--- config.mk ---
export PLATFORM = sky130hd
export DESIGN_NAME = uart_word_tx
export DESIGN_NICKNAME = d
export VERILOG_FILES = /design/src/rtl/uart_pkg.sv /design/src/rtl/uart_baud_gen.sv /design/src/rtl/uart_word_tx.sv
export SDC_FILE = /design/constraint.sdc
export NUM_CORES = 1
export LEC_CHECK = 0
export CORE_MARGIN = 2
export CORE_UTILIZATION = 60
export DETAILED_ROUTE_END_ITERATION = 16
export PLACE_DENSITY = 0.83
export REMOVE_ABC_BUFFERS = 1
export SLEW_MARGIN = 10
export SYNTH_ARGS = -nofsm -noshare
export SYNTH_HDL_FRONTEND = slang
export SYNTH_HIERARCHICAL = 1
export SYNTH_SLANG_ARGS = --single-unit
--- constraint.sdc ---
create_clock -name clk -period 6.6 [get_ports clk]
set_clock_uncertainty 0.2 [all_clocks]
set_input_delay 1.32 -clock clk [delete_from_list [all_inputs] [get_ports clk]]
set_output_delay 1.32 -clock clk [all_outputs]
set_load 0.02 [all_outputs]
--- src/rtl/uart_pkg.sv ---
// Shared types, framing constants and the baud divisor helper for the word UART.
package uart_pkg;

  typedef enum logic [1:0] {
    IDLE,
    START,
    DATA,
    STOP
  } state_e;

  localparam int unsigned FRAME_BITS = 10;
  localparam int unsigned DATA_BITS  = 8;

  // Rounded clocks-per-bit
  function automatic int unsigned calc_div(input int unsigned clk_hz, input int unsigned baud);
    return (clk_hz + baud / 2) / baud;
  endfunction

endpackage

--- src/rtl/uart_baud_gen.sv ---
// Bit-period counter: ticks on the last clock of every DIV-clock bit, held at zero when idle.
module uart_baud_gen #(
  parameter int unsigned DIV = 434
) (
  input  logic clk,
  input  logic rst_n,
  input  logic run,
  output logic tick
);

  localparam int unsigned CNT_W = (DIV > 1) ? $clog2(DIV) : 1;

  logic [CNT_W-1:0] cnt_q, cnt_d;
  logic             wrap;

  assign wrap = (cnt_q == CNT_W'(DIV - 1));
  assign tick = run && wrap;

  always_comb begin
    cnt_d = cnt_q;
    if (!run || wrap) begin
      cnt_d = '0;
    end else begin
      cnt_d = cnt_q + CNT_W'(1);
    end
  end

  always_ff @(posedge clk or negedge rst_n) begin
    if (!rst_n) begin
      cnt_q <= '0;
    end else begin
      cnt_q <= cnt_d;
    end
  end

endmodule

--- src/rtl/uart_word_tx.sv ---
// 8N1 UART that sends an NBYTES-wide word MSB byte first, with a one-deep pending word buffer.
module uart_word_tx
  import uart_pkg::*;
#(
  parameter int unsigned CLK_HZ = 50000000,
  parameter int unsigned BAUD   = 115200,
  parameter int unsigned NBYTES = 3
) (
  input  logic                  clk,
  input  logic                  rst_n,
  input  logic                  tx_start,
  input  logic [8*NBYTES-1:0]   dbuffer,
  output logic                  tx,
  output logic                  busy,
  output logic                  pending,
  output logic                  done
);

  localparam int unsigned DIV    = calc_div(CLK_HZ, BAUD);
  localparam int unsigned W      = DATA_BITS * NBYTES;
  localparam int unsigned BYTE_W = (NBYTES > 1) ? $clog2(NBYTES) : 1;
  localparam int unsigned BIT_W  = $clog2(DATA_BITS);

  if (DIV < 2 || FRAME_BITS != DATA_BITS + 2) begin : g_param_check
    $error("uart_word_tx: clocks per bit must be at least 2");
  end

  state_e              state_q, state_d;
  logic                tx_q, tx_d;
  logic                busy_q, busy_d;
  logic                pend_q, pend_d;
  logic                done_q, done_d;
  logic [W-1:0]        word_q, word_d;
  logic [W-1:0]        pend_word_q, pend_word_d;
  logic [DATA_BITS-1:0] shift_q, shift_d;
  logic [BYTE_W-1:0]   byte_idx_q, byte_idx_d;
  logic [BIT_W-1:0]    bit_idx_q, bit_idx_d;
  logic                tick;
  logic                load;
  logic                taken;
  logic [W-1:0]        load_word;

  uart_baud_gen #(.DIV(DIV)) u_baud (
    .clk  (clk),
    .rst_n(rst_n),
    .run  (state_q != IDLE),
    .tick (tick)
  );

  // Next-state, datapath and output decode
  always_comb begin
    state_d     = state_q;
    tx_d        = tx_q;
    busy_d      = busy_q;
    pend_d      = pend_q;
    done_d      = 1'b0;
    word_d      = word_q;
    pend_word_d = pend_word_q;
    shift_d     = shift_q;
    byte_idx_d  = byte_idx_q;
    bit_idx_d   = bit_idx_q;
    load        = 1'b0;
    taken       = 1'b0;
    load_word   = dbuffer;

    unique case (state_q)
      IDLE: begin
        if (tx_start) begin
          load  = 1'b1;
          taken = 1'b1;
        end
      end
      START: begin
        if (tick) begin
          state_d   = DATA;
          tx_d      = shift_q[0];
          shift_d   = shift_q >> 1;
          bit_idx_d = '0;
        end
      end
      DATA: begin
        if (tick) begin
          if (bit_idx_q == BIT_W'(DATA_BITS - 1)) begin
            state_d = STOP;
            tx_d    = 1'b1;
          end else begin
            bit_idx_d = bit_idx_q + BIT_W'(1);
            tx_d      = shift_q[0];
            shift_d   = shift_q >> 1;
          end
        end
      end
      STOP: begin
        if (tick) begin
          if (byte_idx_q != BYTE_W'(NBYTES - 1)) begin
            byte_idx_d = byte_idx_q + BYTE_W'(1);
            shift_d    = word_q[W-1 -: DATA_BITS];
            word_d     = word_q << DATA_BITS;
            state_d    = START;
            tx_d       = 1'b0;
          end else begin
            done_d = 1'b1;
            if (pend_q) begin
              load      = 1'b1;
              load_word = pend_word_q;
              pend_d    = 1'b0;
            end else if (tx_start) begin
              load  = 1'b1;
              taken = 1'b1;
            end else begin
              state_d = IDLE;
              busy_d  = 1'b0;
              tx_d    = 1'b1;
            end
          end
        end
      end
      default: state_d = IDLE;
    endcase

    // Start a new word: first byte into the shifter, start bit on the line
    if (load) begin
      shift_d    = load_word[W-1 -: DATA_BITS];
      word_d     = load_word << DATA_BITS;
      byte_idx_d = '0;
      bit_idx_d  = '0;
      state_d    = START;
      tx_d       = 1'b0;
      busy_d     = 1'b1;
    end

    // A request that could not start now is parked; the latest one wins
    if (tx_start && !taken) begin
      pend_d      = 1'b1;
      pend_word_d = dbuffer;
    end
  end

  always_ff @(posedge clk or negedge rst_n) begin
    if (!rst_n) begin
      state_q     <= IDLE;
      tx_q        <= 1'b1;
      busy_q      <= 1'b0;
      pend_q      <= 1'b0;
      done_q      <= 1'b0;
      word_q      <= '0;
      pend_word_q <= '0;
      shift_q     <= '0;
      byte_idx_q  <= '0;
      bit_idx_q   <= '0;
    end else begin
      state_q     <= state_d;
      tx_q        <= tx_d;
      busy_q      <= busy_d;
      pend_q      <= pend_d;
      done_q      <= done_d;
      word_q      <= word_d;
      pend_word_q <= pend_word_d;
      shift_q     <= shift_d;
      byte_idx_q  <= byte_idx_d;
      bit_idx_q   <= bit_idx_d;
    end
  end

  assign tx      = tx_q;
  assign busy    = busy_q;
  assign pending = pend_q;
  assign done    = done_q;

endmodule

=== Word-level counts from Yosys, hierarchy flattened ===
Cells that the tools add are included.

* Register bits after elaboration: 76
* Logic and storage cells: 118

* Add/sub/neg operators: 3
* Equality and inequality tests: 18
* Mux-type cells: 65
* Reductions and logical operators: 21

{| class="wikitable"
|+ Operators with widths
! cell !! count
|-
| $mux 24 || 8
|-
| $mux 8 || 6
|-
| $mux 1 || 28
|-
| $mux 2 || 12
|-
| $pmux 8 s3 || 1
|-
| $ne 3x3->1 const B || 6
|-
| $mux 3 || 4
|-
| $reduce_and 6->1 || 2
|-
| $reduce_bool 2->1 || 6
|-
| $add 9x1->9 const B || 1
|-
| $eq 9x9->1 const B || 1
|-
| $mux 9 || 1
|-
| $ne 4x4->1 const B || 2
|-
| $reduce_and 7->1 || 1
|-
| $ne 2x1->1 const B || 3
|-
| $pmux 2 s3 || 1
|-
| $pmux 3 s2 || 1
|-
| $reduce_and 3->1 || 2
|-
| $reduce_and 5->1 || 1
|-
| $eq 2x2->1 const B || 2
|-
| $ne 2x2->1 const B || 2
|-
| $pmux 1 s2 || 2
|-
| $reduce_and 4->1 || 1
|-
| $reduce_bool 4->1 || 1
|-
| other kinds (10) || 12
|}

=== Logic depth before layout (Yosys ltp) ===
Gate-level depths: netlist (run 1).

* Word-level depth: 9
* Gate-level depth with buffers: 11
* Mapped depth without buffers: 9

=== Hierarchy ===
The synthesis (run 1) kept the hierarchy.

{| class="wikitable"
|+ By module, submodules not included
! module !! instances !! cells each !! area an instance (µm²)
|-
| uart_word_tx || 1 || 234 || 3014.1
|-
| uart_baud_gen || 1 || 48 || 486.7
|}

=== Worst setup path before layout (run 1) ===
No wires, ideal clock.

* Path kind: flip-flop to flip-flop
* From: register state_q[0]
* To: register pend_word_q[10]
* Library setup time: 0.125 ns
* Data arrival time: 2.706 ns
* Data required time: 6.275 ns
* Setup slack: 3.570 ns
* Cell stages (with the launch flop): 12
* Buffers on the path: 2
* Period minus slack after synthesis: 3.030 ns
* Path through: dfrtp_1 inv_1 ha_1 inv_1 inv_1 nor4_1 and3_1 buf_6 a21oi_2 o21ai_4 buf_6 mux2_2

* Longest elaborated chain between the ends: 6

{| class="wikitable"
|+ RTL lines
! item !! line !! RTL
|-
| start, declared || uart_word_tx.sv:28 || <nowiki>state_e state_q, state_d;</nowiki>
|-
| start signal, assigned || uart_word_tx.sv:152 || <nowiki>state_q <= state_d;</nowiki>
|-
| $reduce_bool 2->1 || uart_word_tx.sv:46 || <nowiki>.run (state_q != IDLE),</nowiki>
|-
| $logic_and 1x1->1 || uart_baud_gen.sv:17 || <nowiki>assign tick = run && wrap;</nowiki>
|-
| via tick || uart_word_tx.sv:38 || <nowiki>logic tick;</nowiki>
|-
| $mux 1 || uart_word_tx.sv:94 || <nowiki>if (tick) begin</nowiki>
|-
| $pmux 1 s2 || uart_word_tx.sv:66 || <nowiki>unique case (state_q)</nowiki>
|-
| $logic_not 1->1 || uart_word_tx.sv:133 || <nowiki>if (tx_start && !taken) begin</nowiki>
|-
| $logic_and 1x1->1 || uart_word_tx.sv:133 ||
|-
| end signal, assigned || uart_word_tx.sv:158 || <nowiki>pend_word_q <= pend_word_d;</nowiki>
|-
| end, declared || uart_word_tx.sv:34 || <nowiki>logic [W-1:0] pend_word_q, pend_word_d;</nowiki>
|}

The timed path passes the listed nets, and every way through them passes these cells.
A chain may end at the register's enable or synchronous reset.

=== Worst setup path in the final report (run 1) ===
* From: register state_q[0]
* To: register word_q[19]

* Longest elaborated chain between the ends: 6

{| class="wikitable"
|+ RTL lines
! item !! line !! RTL
|-
| $reduce_bool 2->1 * || uart_word_tx.sv:46 ||
|-
| $logic_and 1x1->1 * || uart_baud_gen.sv:17 ||
|-
| via tick || uart_word_tx.sv:38 ||
|-
| $mux 1 || uart_word_tx.sv:94 ||
|-
| $pmux 1 s2 || uart_word_tx.sv:66 ||
|-
| $reduce_bool 2->1 (no source line) || - ||
|-
| $reduce_and 3->1 (no source line) || - ||
|-
| end signal, assigned || uart_word_tx.sv:157 || <nowiki>word_q <= word_d;</nowiki>
|-
| end, declared || uart_word_tx.sv:33 || <nowiki>logic [W-1:0] word_q, word_d;</nowiki>
|}

Mark *: on every way through the listed nets, which the timed path passes. The rest lies on a longest branch.

==> results by group, run 1 <==
Yosys
  – Top-count cell post-synth: dfrtp_1
  – Synth Flop Type: dfrtp_1
  – YS warnings: 6
  – Mapped Area: 3500 um^2
  – Share of the synthesized area in the top cell type: 47.9%
  – Area leader, netlist: dfrtp_1
  – Seq/Total Area, Yosys: 48.6%
  – Adder and majority cell fraction of the synthesized area: 3.22%
  – #FFs+latches synth: 68
  – Post-Syn Instances: 282
  – Post-synthesis compound-gate area fraction: 6.65%
  – Synth Area in Simple Gates: 7.97%
  – Post-synth EDFFs: 0
  – Post-synthesis cell type count: 46
  – Syn avg cell area: 12.4 um^2
  – Share of synthesized flip-flops with an asynchronous set or reset: 100%
  – Main combinational cell family by area after synthesis: multiplexers
  – Synth area leaders: dfrtp_1 48%, mux2i_1 18%, mux2_2 9.6%
  – Post-synth top cells: 67 x dfrtp_1, 64 x mux2i_1, 30 x mux2_2, 15 x nand2_1, 15 x nor2_1
  – Synth Area in XOR/XNOR: 1.00%
  – Mux cell area share after synthesis: 28.6%

Cells and area
  – Antenna cell count: 0
  – Final instance area: 4010 um^2
  – Fraction of layout cells with a size suffix above 1: 18.2%
  – Final design utilization: 71.9%
  – Filler instances: 423
  – Layout area overhead: 14.4%
  – Nets@finish: 349

Power and ir drop
  – VDD IR max: 0.158 mV
  – PD cells: 208 nW/um^2
  – Leak: 1.93 nW

Hold path
  – Hold Path Class: reg2reg
  – Hold Crit Start: pend_word_q[1]
  – Hold Path Cell Cnt: 1

Place
  – I/O Buffers: 30
  – Cell Area, Placed: 3800 um^2
  – Dpl hpwl: 3.97 mm
  – Worst slack, placed: 2.24 ns
  – GP Congestion: 0.848

Critical path
  – Critical path type: reg2reg
  – CP Launch Point: state_q[0]
  – Worst path required time: 6.66 ns
  – Worst EP arrival: 4.46 ns
  – Crit Path Max Fanout: 32
  – Crit start category: flop
  – Register-to-Register Path Depth: 9
  – Worst R2R Start: state_q[0]
  – Worst Setup End Kind: flop

Floorplanning
  – # rows: 27
  – Ports: 31
  – Height of the die: 80.4 um
  – Initial core utilization: 62.8%
  – Die X: 80.4 um
  – CORE AREA: 5570 um^2
  – Die area: 6460 um^2

Drt
  – DR iter-0 viols: 121
  – Antenna Nets Post-Route: 0
  – First-pass DRT Iterations: 4
  – Routed WL: 6.09 mm
  – Wire per inst: 15.6 um
  – Via count: 2,249
  – Vias/cell: 5.77
  – DRC: 0

GRT
  – Initial antenna violation count: 0
  – Number of global-route vias before repair: 2,164
  – Pin count of the biggest net entering global routing: 69
  – Global-route wire length before repair: 10.2 mm
  – Total track usage: 21.2%
  – Total congestion overflow: 0

Timing
  – Period utilisation layout: 66.7%
  – Worst-margin pin slew: 1.18 ns
  – Aggregate negative setup slack: 0 ns
  – WHS: 0.294 ns
  – Final hold vios: 0
  – RSZ-0062 raised after global routing: false
  – F_max: 0.227 GHz
  – Min cycle time layout: 4.40 ns
  – Setup violators final: 0
  – Worst Slack Setup Final: 2.20 ns
  – Max_slew headroom: 21.2%
  – Fin. max-slew vios: 0

Clock tree
  – Clock transition at path regs: 0.07 ns
  – CTS Hold Buffers Added: 0
  – Clock root buffer master: clkbuf_8
  – TritonCTS clock tree: done
  – Clock sinks: 68
  – Cts bufs inserted: 9
  – Clk_lat worst skew: 0.35 ns
  – Htree depth: 3
  – Cells resized by post-CTS repair: 0
  – Clock Path Buffers: 2
  – Post-CTS Setup Bufs: 0

Flow run
  – Max Cap Violations: 0

Status
  – Status: complete, no violations
## critical path, cell delays in order, from the launching register on
cell and delay (ns):
dfrtp_1 0.38, inv_1 0.09, ha_1 0.25, inv_1 0.12, inv_1 0.10, nor4_1 0.96, and3_1 0.51, nand2_4 0.34
a21oi_4 1.03, mux2i_1 0.31
## sequential cells by signal (all words and copies together) (netlist names)
name          cells
pend_word_q      24
word_q           16
u_baud/cnt_q      9
shift_q           8
bit_idx_q         3
byte_idx_q        2
state_q           2
busy              1
done              1
pending           1
tx                1
## placed cells by master, fill, tap and decap left out, types with 3 or more instances in the layout
cell type        instances
a21oi_1                  3
a22oi_1                  3
a31oi_1                  3
clkbuf_8                10
clkdlybuf4s50_1         29
dfrtp_1                 67
ha_1                     9
inv_1                   11
mux2_2                  30
mux2i_1                 64
nand2_1                 15
nand3_1                  4
nor2_1                  15
o21ai_0                  5
or3_1                    3
## final cells by class
class	instances	area (um^2)	share of cell area [%]
multi-input combinational	192	1670	41.6
clock inverter	6	63.8	1.59
timing repair buffer	31	303	7.56
inverter	11	41.3	1.03
tap	72	90.1	2.25
sequential	68	1700	42.5
clock buffer	10	138	3.44
## power by group
group | internal (mW) | switching [mW] | total, mW
clock | 0.184 | 0.162 | 0.346
combinational | 0.0300 | 0.0207 | 0.0507
sequential | 0.431 | 0.00669 | 0.438
total | 0.645 | 0.189 | 0.834
## path summary, 6_finish.rpt
path | end | slack, ns
setup / recovery | word_q[19] | 2.20
hold / removal | pend_word_q[1] | 0.29
setup reg to reg | word_q[19] | 2.20
hold reg to reg | pend_word_q[1] | 0.29
max in group asynchronous | word_q[16] | 4.68
min in group asynchronous | u_baud/cnt_q[2] | 0.95
## per-stage QoR
| stage | power (mW) | cells |
|---|---|---|
| finish | 0.834 | 390 |
| global route | 0.869 | 390 |
| CTS | 0.842 | 390 |
| detailed placement | 0.498 | 374 |
| global placement | 0.496 | 374 |
| floorplan | 0.466 | 271 |
## kinds of logic (layout without fill, tap and decap cells)
| family | count (synthesis) | in the layout |
|---|---|---|
| muxes | 96 | 96 |
| DFF | 68 | 68 |
| and+or+nand+nor | 53 | 53 |
| AOI/OAI and AO/OA | 30 | 30 |
| buffers and inverters | 22 | 58 |
| adders and majority gates | 9 | 9 |
| xor gates and xnor gates | 4 | 4 |
## layer usage
layer	global-route usage [%]	routed length, um
met5	0	0
met4	9.66	114
met3	5.62	184
met2	33.1	2930
met1	27.8	2860
Power figures use the tool's default switching activity.
==> run 2, diff against run 1 <==
--- a/config.mk
+++ b/config.mk
@@ -6,9 +6,9 @@
 export NUM_CORES = 1
 export LEC_CHECK = 0
 export CORE_MARGIN = 2
-export CORE_UTILIZATION = 60
+export CORE_UTILIZATION = 52
 export DETAILED_ROUTE_END_ITERATION = 16
-export PLACE_DENSITY = 0.83
+export PLACE_DENSITY = 0.76
 export REMOVE_ABC_BUFFERS = 1
 export SLEW_MARGIN = 10
 export SYNTH_ARGS = -nofsm -noshare
==> constraint.sdc (replaced) <==
create_clock -name clk -period 3.55 [get_ports clk]
set_clock_uncertainty 0.2 [all_clocks]
set_input_delay 0.71 -clock clk [delete_from_list [all_inputs] [get_ports clk]]
set_output_delay 0.71 -clock clk [all_outputs]
set_load 0.02 [all_outputs]
==> run 2 against run 1 <==
  * Setup slack got worse by 1.7 ns
  * Sequential cell count unchanged
  * Maximum frequency is 43% higher
  * Critical path depth increased by 2
  * Highest routed layer unchanged
==> results by group, run 2 (synthesis results as in run 1) <==
Critical path
  – CP bufs+invs: 5 (+2)
  – Critical path type: reg2reg
  – Worst path slowest cell: dfrtp_1
  – Most used cell, CP: inv_1
  – Crit start category: flop
  – Worst R2R Setup Slack: 0.46 ns (-1.73 ns)
  – Crit Path Max Fanout: 32 (unchanged)
  – Worst stage delay on the critical path: 0.38 ns (-0.65 ns)
  – RR Endpoint: word_q[22]
  – Worst path required time: 3.61 ns (-3.05 ns)
  – Crit path max-delay family: simple AND/OR/NAND/NOR gates
  – Worst R2R Start: state_q[0]
  – Worst path cell trace: inv_1 > ha_1 > inv_1 > inv_1 > nor4_1 > buf_4 > and3_1 > nand2_4 > a21oi_4 > buf_12 > mux2i_1
  – Register-to-Register Path Depth: 11 (+2)
  – Worst EP arrival: 3.14 ns (-1.32 ns)
  – Worst Setup End Kind: flop

Floorplanning
  – # rows: 29 (+7.4%)
  – CORE AREA: 6420 um^2 (+15%)
  – Height of the die: 86.1 um (+7.0%)
  – Ports: 31 (unchanged)
  – Initial core utilization: 54.5% (-8.3 points)
  – Die X: 86.1 um (+7.0%)
  – Die area: 7400 um^2 (+15%)

Clock tree
  – TritonCTS clock tree: done
  – Clock Path Buffers: 2 (unchanged)
  – Clock sinks: 68 (unchanged)
  – CTS Hold Buffers Added: 0 (unchanged)
  – Htree depth: 3 (unchanged)
  – Clock transition at path regs: 0.07 ns (about the same)
  – Post-CTS Setup Bufs: 0 (unchanged)
  – Clk_lat worst skew: 0.34 ns (about the same)
  – Clock root buffer master: clkbuf_8
  – Cells resized by post-CTS repair: 0 (unchanged)
  – Cts bufs inserted: 9 (unchanged)

Cells and area
  – Antenna cell count: 0 (unchanged)
  – Nets@finish: 354 (+1.4%)
  – Largest register FFs: 24 (unchanged)
  – Layout area overhead: 16.3%
  – Biggest regs: pend_word_q x24, word_q x16, u_baud/cnt_q x9
  – Most common cell after layout, fill and taps aside: dfrtp_1
  – Fraction of layout cells with a size suffix above 1: 18.6% (+0.34 points)
  – Filler instances: 513 (+21%)
  – Biggest register: pend_word_q
  – Most frequent cells in the layout: 67 x dfrtp_1, 64 x mux2i_1, 30 x mux2_2
  – Non-filler cells in the finished layout: 400 (+2.6%)

GRT
  – Total congestion overflow: 0 (unchanged)
  – Global-route wire length before repair: 10.4 mm (+1.8%)
  – Total track usage: 18.1% (-3.2 points)
  – Number of global-route vias before repair: 2,210 (+2.1%)
  – Initial antenna violation count: 0 (unchanged)
  – Pin count of the biggest net entering global routing: 33 (-52%)

Flow run
  – Max Cap Violations: 0 (unchanged)

Timing
  – RSZ-0062 raised after global routing: false
  – Period utilisation layout: 86.9% (+20 points)
  – WHS: 0.151 ns (-0.143 ns)
  – Fin. max-slew vios: 0 (unchanged)
  – Min cycle time layout: 3.09 ns (-1.32 ns)
  – Max_slew headroom: 61.4% (+40 points)
  – Worst-margin pin slew: 0.579 ns (-0.601 ns)
  – Final hold vios: 0 (unchanged)
  – Setup violators final: 0 (unchanged)
  – Worst Slack Setup Final: 0.465 ns (-1.73 ns)
  – F_max: 0.324 GHz (+43%)

Status
  – Status: complete, no violations

Hold path
  – Hold Path Class: in2async

Drt
  – Routed WL: 6.03 mm (-1.1%)
  – Wire per inst: 15.1 um (-3.5%)
  – Antenna Nets Post-Route: 0 (unchanged)
  – First-pass DRT Iterations: 4 (unchanged)
  – Via count: 2,221 (-1.2%)
  – Vias/cell: 5.55 (-3.7%)
  – DRC: 0 (unchanged)
  – DR iter-0 viols: 93 (-23%)

Place
  – Worst slack, placed: 0.457 ns (-1.79 ns)
  – Placed Cells: 384 (+2.7%)
  – I/O Buffers: 30 (unchanged)
  – Dpl hpwl: 3.99 mm (+0.30%)
  – GP Congestion: 0.806 (-5.0%)

Power and ir drop
  – VDD IR max: 0.260 mV (+64%)
  – PD cells: 393 nW/um^2 (+89%)
  – Leak: 1.97 nW (+1.7%)
run 2: cell count changes in the layout (fill, tap and decap cells not counted), sizes merged:
| cell | before | now |
|---|---|---|
| clkinvlp | 2 | 0 |
| clkinv | 3 | 2 |
| buf | 2 | 7 |
| bufinv | 1 | 2 |
| clkbuf | 10 | 12 |
run 2: cell type report:
| cell class | count | area [um^2] | area share (%) |
|---|---|---|---|
| multi-input combinational | 192 | 1670 | 41.0 |
| timing repair buffer | 36 | 353 | 8.67 |
| sequential | 68 | 1700 | 41.8 |
| inverter | 11 | 41.3 | 1.01 |
| tap | 77 | 96.3 | 2.37 |
| clock inverter | 4 | 73.8 | 1.81 |
| clock buffer | 12 | 135 | 3.32 |
run 2: worst max path at each step:
stage	startpoint	end	slack [ns]	cells after the start
5_1_grt	state_q[0]	shift_q[4]	0.14	11
2_1_floorplan	state_q[0]	shift_q[0]	-0.51	9
4_1_cts	state_q[0]	shift_q[4]	0.43	11
3_3_place_gp	state_q[0]	shift_q[4]	0.56	11
3_5_place_dp	state_q[0]	word_q[23]	0.46	11
6_report	state_q[0]	word_q[22]	0.46	11
run 2: worst reg2reg max path, cell delays in order (launching register included):
cell and delay, ns:
dfrtp_1 0.38, inv_1 0.09, ha_1 0.25, inv_1 0.12
inv_1 0.10, nor4_1 0.27, buf_4 0.19, and3_1 0.36
nand2_4 0.32, a21oi_4 0.25, buf_12 0.24, mux2i_1 0.24
run 2: per-stage QoR:
stage | instance area (um^2) | total power, mW | utilization, % | setup TNS, ns
CTS | 4070 | 1.62 | 63.4 | 0
global route | 4070 | 1.67 | 63.4 | 0
floorplan | 3400 | 0.867 | - | -15.84
global placement | 3860 | 0.924 | 60.1 | 0
finish | 4070 | 1.60 | 63.4 | 0
detailed placement | 3860 | 0.927 | 60.1 | 0
run 2: power breakdown:
| part | switching [mW] | internal, mW | total, mW | leakage [nW] |
|---|---|---|---|---|
| Combinational | 0.0384 | 0.0570 | 0.0954 | 0.996 |
| Clock | 0.295 | 0.397 | 0.692 | 0.105 |
| Sequential | 0.0124 | 0.802 | 0.814 | 0.867 |
run 2: layer usage:
layer | vias up | share of wire, % | global-route usage [%]
met5 | - | 0 | 0
met4 | 0 | 0.91 | 6.78
met3 | 7 | 3.5 | 5.10
met2 | 35 | 48 | 28.5
met1 | 1087 | 47 | 23.8
li1 | 1092 | - | -
==> run 3, diff against run 2 <==
--- a/config.mk
+++ b/config.mk
@@ -9,7 +9,6 @@
 export CORE_UTILIZATION = 52
 export DETAILED_ROUTE_END_ITERATION = 16
 export PLACE_DENSITY = 0.76
-export REMOVE_ABC_BUFFERS = 1
 export SLEW_MARGIN = 10
 export SYNTH_ARGS = -nofsm -noshare
 export SYNTH_HDL_FRONTEND = slang
==> run 3 against run 2 <==
  * Register-to-register slack better by 0.02 ns
  * Sequential power about the same
  * Critical path depth unchanged
  * Setup slack better by 0.020 ns
  * Worst hold slack better by 0.067 ns
  * Routed wire length up 2.9%
  * Non-clock buffer count up 1
  * Clock-buffer cell count down 2
  * Largest power group unchanged
==> results by group, run 3 (synthesis results as in run 1) <==
Status
  – Status: complete, no violations

Critical path
  – Worst stage delay on the critical path: 0.38 ns (about the same)
  – Critical path type: reg2reg
  – Worst path required time: 3.58 ns (-0.03 ns)
  – Most used cell, CP: inv_1
  – Worst Setup End Kind: flop
  – Worst EP arrival: 3.09 ns (-0.05 ns)
  – Crit Path Max Fanout: 25 (-22%)
  – Worst path cell trace: inv_1 > ha_1 > inv_1 > inv_1 > nor4_1 > buf_4 > and3_1 > a21oi_2 > o21ai_4 > buf_4 > mux2_2
  – Crit start category: flop
  – Worst path slowest cell: dfrtp_1

Cells and area
  – Biggest register: pend_word_q
  – Filler instances: 537 (+4.7%)
  – Antenna cell count: 0 (unchanged)
  – Biggest regs: pend_word_q x24, word_q x16, u_baud/cnt_q x9
  – Fraction of layout cells with a size suffix above 1: 19.4% (+0.87 points)
  – Nets@finish: 355 (+0.28%)
  – Largest register FFs: 24 (unchanged)
  – Most frequent cells in the layout: 67 x dfrtp_1, 64 x mux2i_1, 30 x mux2_2
  – Most common cell after layout, fill and taps aside: dfrtp_1
  – Layout area overhead: 16.7%

Power and ir drop
  – Clk network pwr share: 43.2% (about the same)
  – Total power: 1.61 mW (+0.26%)
  – PD cells: 393 nW/um^2 (-0.11%)
  – Sw frac: 21.8% (+0.24 points)
  – VDD IR max: 0.331 mV (+27%)
  – Leak: 1.97 nW (+0.24%)
  – Flop pwr share: 50.7% (about the same)
  – Gate power share: 6.1% (about the same)
  – Pint: 1.25 mW (about the same)
  – Psw: 0.350 mW (+1.4%)

GRT
  – Pin count of the biggest net entering global routing: 38 (+15%)
  – Global-route wire length before repair: 10.8 mm (+3.2%)
  – Total congestion overflow: 0 (unchanged)
  – Total track usage: 18.8% (+0.69 points)
  – Number of global-route vias before repair: 2,275 (+2.9%)
  – Initial antenna violation count: 0 (unchanged)

Flow run
  – Max Cap Violations: 0 (unchanged)

Clock tree
  – Clock root buffer master: clkbuf_8
  – Clock transition at path regs: 0.08 ns (about the same)
  – TritonCTS clock tree: done
  – Htree depth: 3 (unchanged)
  – CTS Hold Buffers Added: 0 (unchanged)
  – Clk_lat worst skew: 0.34 ns (about the same)
  – Clock sinks: 68 (unchanged)
  – Cts bufs inserted: 9 (unchanged)
  – Clock Path Buffers: 2 (unchanged)
  – Post-CTS Setup Bufs: 0 (unchanged)
  – Cells resized by post-CTS repair: 0 (unchanged)

Timing
  – Period utilisation layout: 86.4% (-0.55 points)
  – Fin. max-slew vios: 0 (unchanged)
  – Aggregate negative setup slack: 0 ns (unchanged)
  – Worst-margin pin slew: 0.728 ns (+0.149 ns)
  – Max_slew headroom: 51.5% (-9.9 points)
  – Setup violators final: 0 (unchanged)
  – Min cycle time layout: 3.07 ns (-0.0196 ns)
  – Final hold vios: 0 (unchanged)
  – RSZ-0062 raised after global routing: false
  – F_max: 0.326 GHz (+0.64%)

Drt
  – DR iter-0 viols: 113 (+22%)
  – First-pass DRT Iterations: 4 (unchanged)
  – Via count: 2,252 (+1.4%)
  – Antenna Nets Post-Route: 0 (unchanged)
  – Vias/cell: 5.62 (+1.1%)
  – Routed WL: 6.20 mm (+2.9%)
  – DRC: 0 (unchanged)
  – Wire per inst: 15.5 um (+2.6%)

Floorplanning
  – Die X: 86.1 um (unchanged)
  – Die area: 7400 um^2 (unchanged)
  – # rows: 29 (unchanged)
  – Ports: 31 (unchanged)
  – Initial core utilization: 54.5% (unchanged)
  – CORE AREA: 6420 um^2 (unchanged)
  – Height of the die: 86.1 um (unchanged)

Yosys
  – Syn nets: 318

Place
  – I/O Buffers: 30 (unchanged)
  – Dpl hpwl: 4.30 mm (+7.8%)
  – GP Congestion: 0.767 (-4.8%)

Hold path
  – Hold Path Class: in2async
## run 3: layer usage
metal	GRT usage [%]	part of all wire (%)	wire length (um)	vias up
met3	6.54	3.4	208	7
met1	23.3	46	2880	1112
met2	31.6	49	3050	38
li1	-	-	-	1095
met5	0	0	0	-
met4	4.33	0.94	58	0
## run 3: area by class of cell
type / count / area [um^2] / area share (%)
Sequential cell: 68 / 1700 / 41.7
Multi-Input combinational cell: 192 / 1670 / 40.8
Clock buffer: 10 / 128 / 3.12
Tap cell: 77 / 96.3 / 2.36
Inverter: 11 / 41.3 / 1.01
Clock inverter: 6 / 88.8 / 2.17
Timing Repair Buffer: 37 / 360 / 8.82
## run 3: power groups by stage
stage,registers [mW],logic [mW],clock network (mW)
6_report,0.814,0.0978,0.694
5_1_grt,0.817,0.108,0.743
4_1_cts,0.814,0.100,0.713
3_5_place_dp,0.829,0.100,0
3_3_place_gp,0.828,0.0971,0
2_1_floorplan,0.826,0.0441,0
## run 3: worst paths after layout
path | from | to | slack [ns] | cells after the start
min in group clk | pend_word_q[0] | pend_word_q[0] | 0.29 | 1
setup reg to reg | state_q[0] | pend_word_q[18] | 0.48 | 11
setup / recovery | state_q[0] | pend_word_q[18] | 0.48 | 11
max in group asynchronous | rst_n | shift_q[5] | 2.27 | 2
hold reg to reg | pend_word_q[0] | pend_word_q[0] | 0.29 | 1
hold / removal | rst_n | u_baud/cnt_q[2] | 0.22 | 1
## run 3: critical path, delay by kind of cell, from the launching register on
| kind | cells | cell delay [ns] |
|---|---|---|
| compound gates | 2 | 0.24 |
| fa+ha+maj | 1 | 0.24 |
| buf+inv | 5 | 0.86 |
| flops | 1 | 0.38 |
| mux | 1 | 0.38 |
| simple gates | 2 | 0.65 |
## run 3: metrics by stage
step                setup slack [ns]  utilization (%)  cell area, um^2  std cells  hold slack, ns
floorplan                      0.520                -             3500        282           0.214
global placement               0.576             60.2             3870        385           0.274
detailed placement             0.503             60.2             3870        385           0.280
CTS                            0.490             63.6             4090        401           0.244
global route                   0.170             63.6             4090        401           0.266
finish                         0.485             63.6             4090        401           0.219
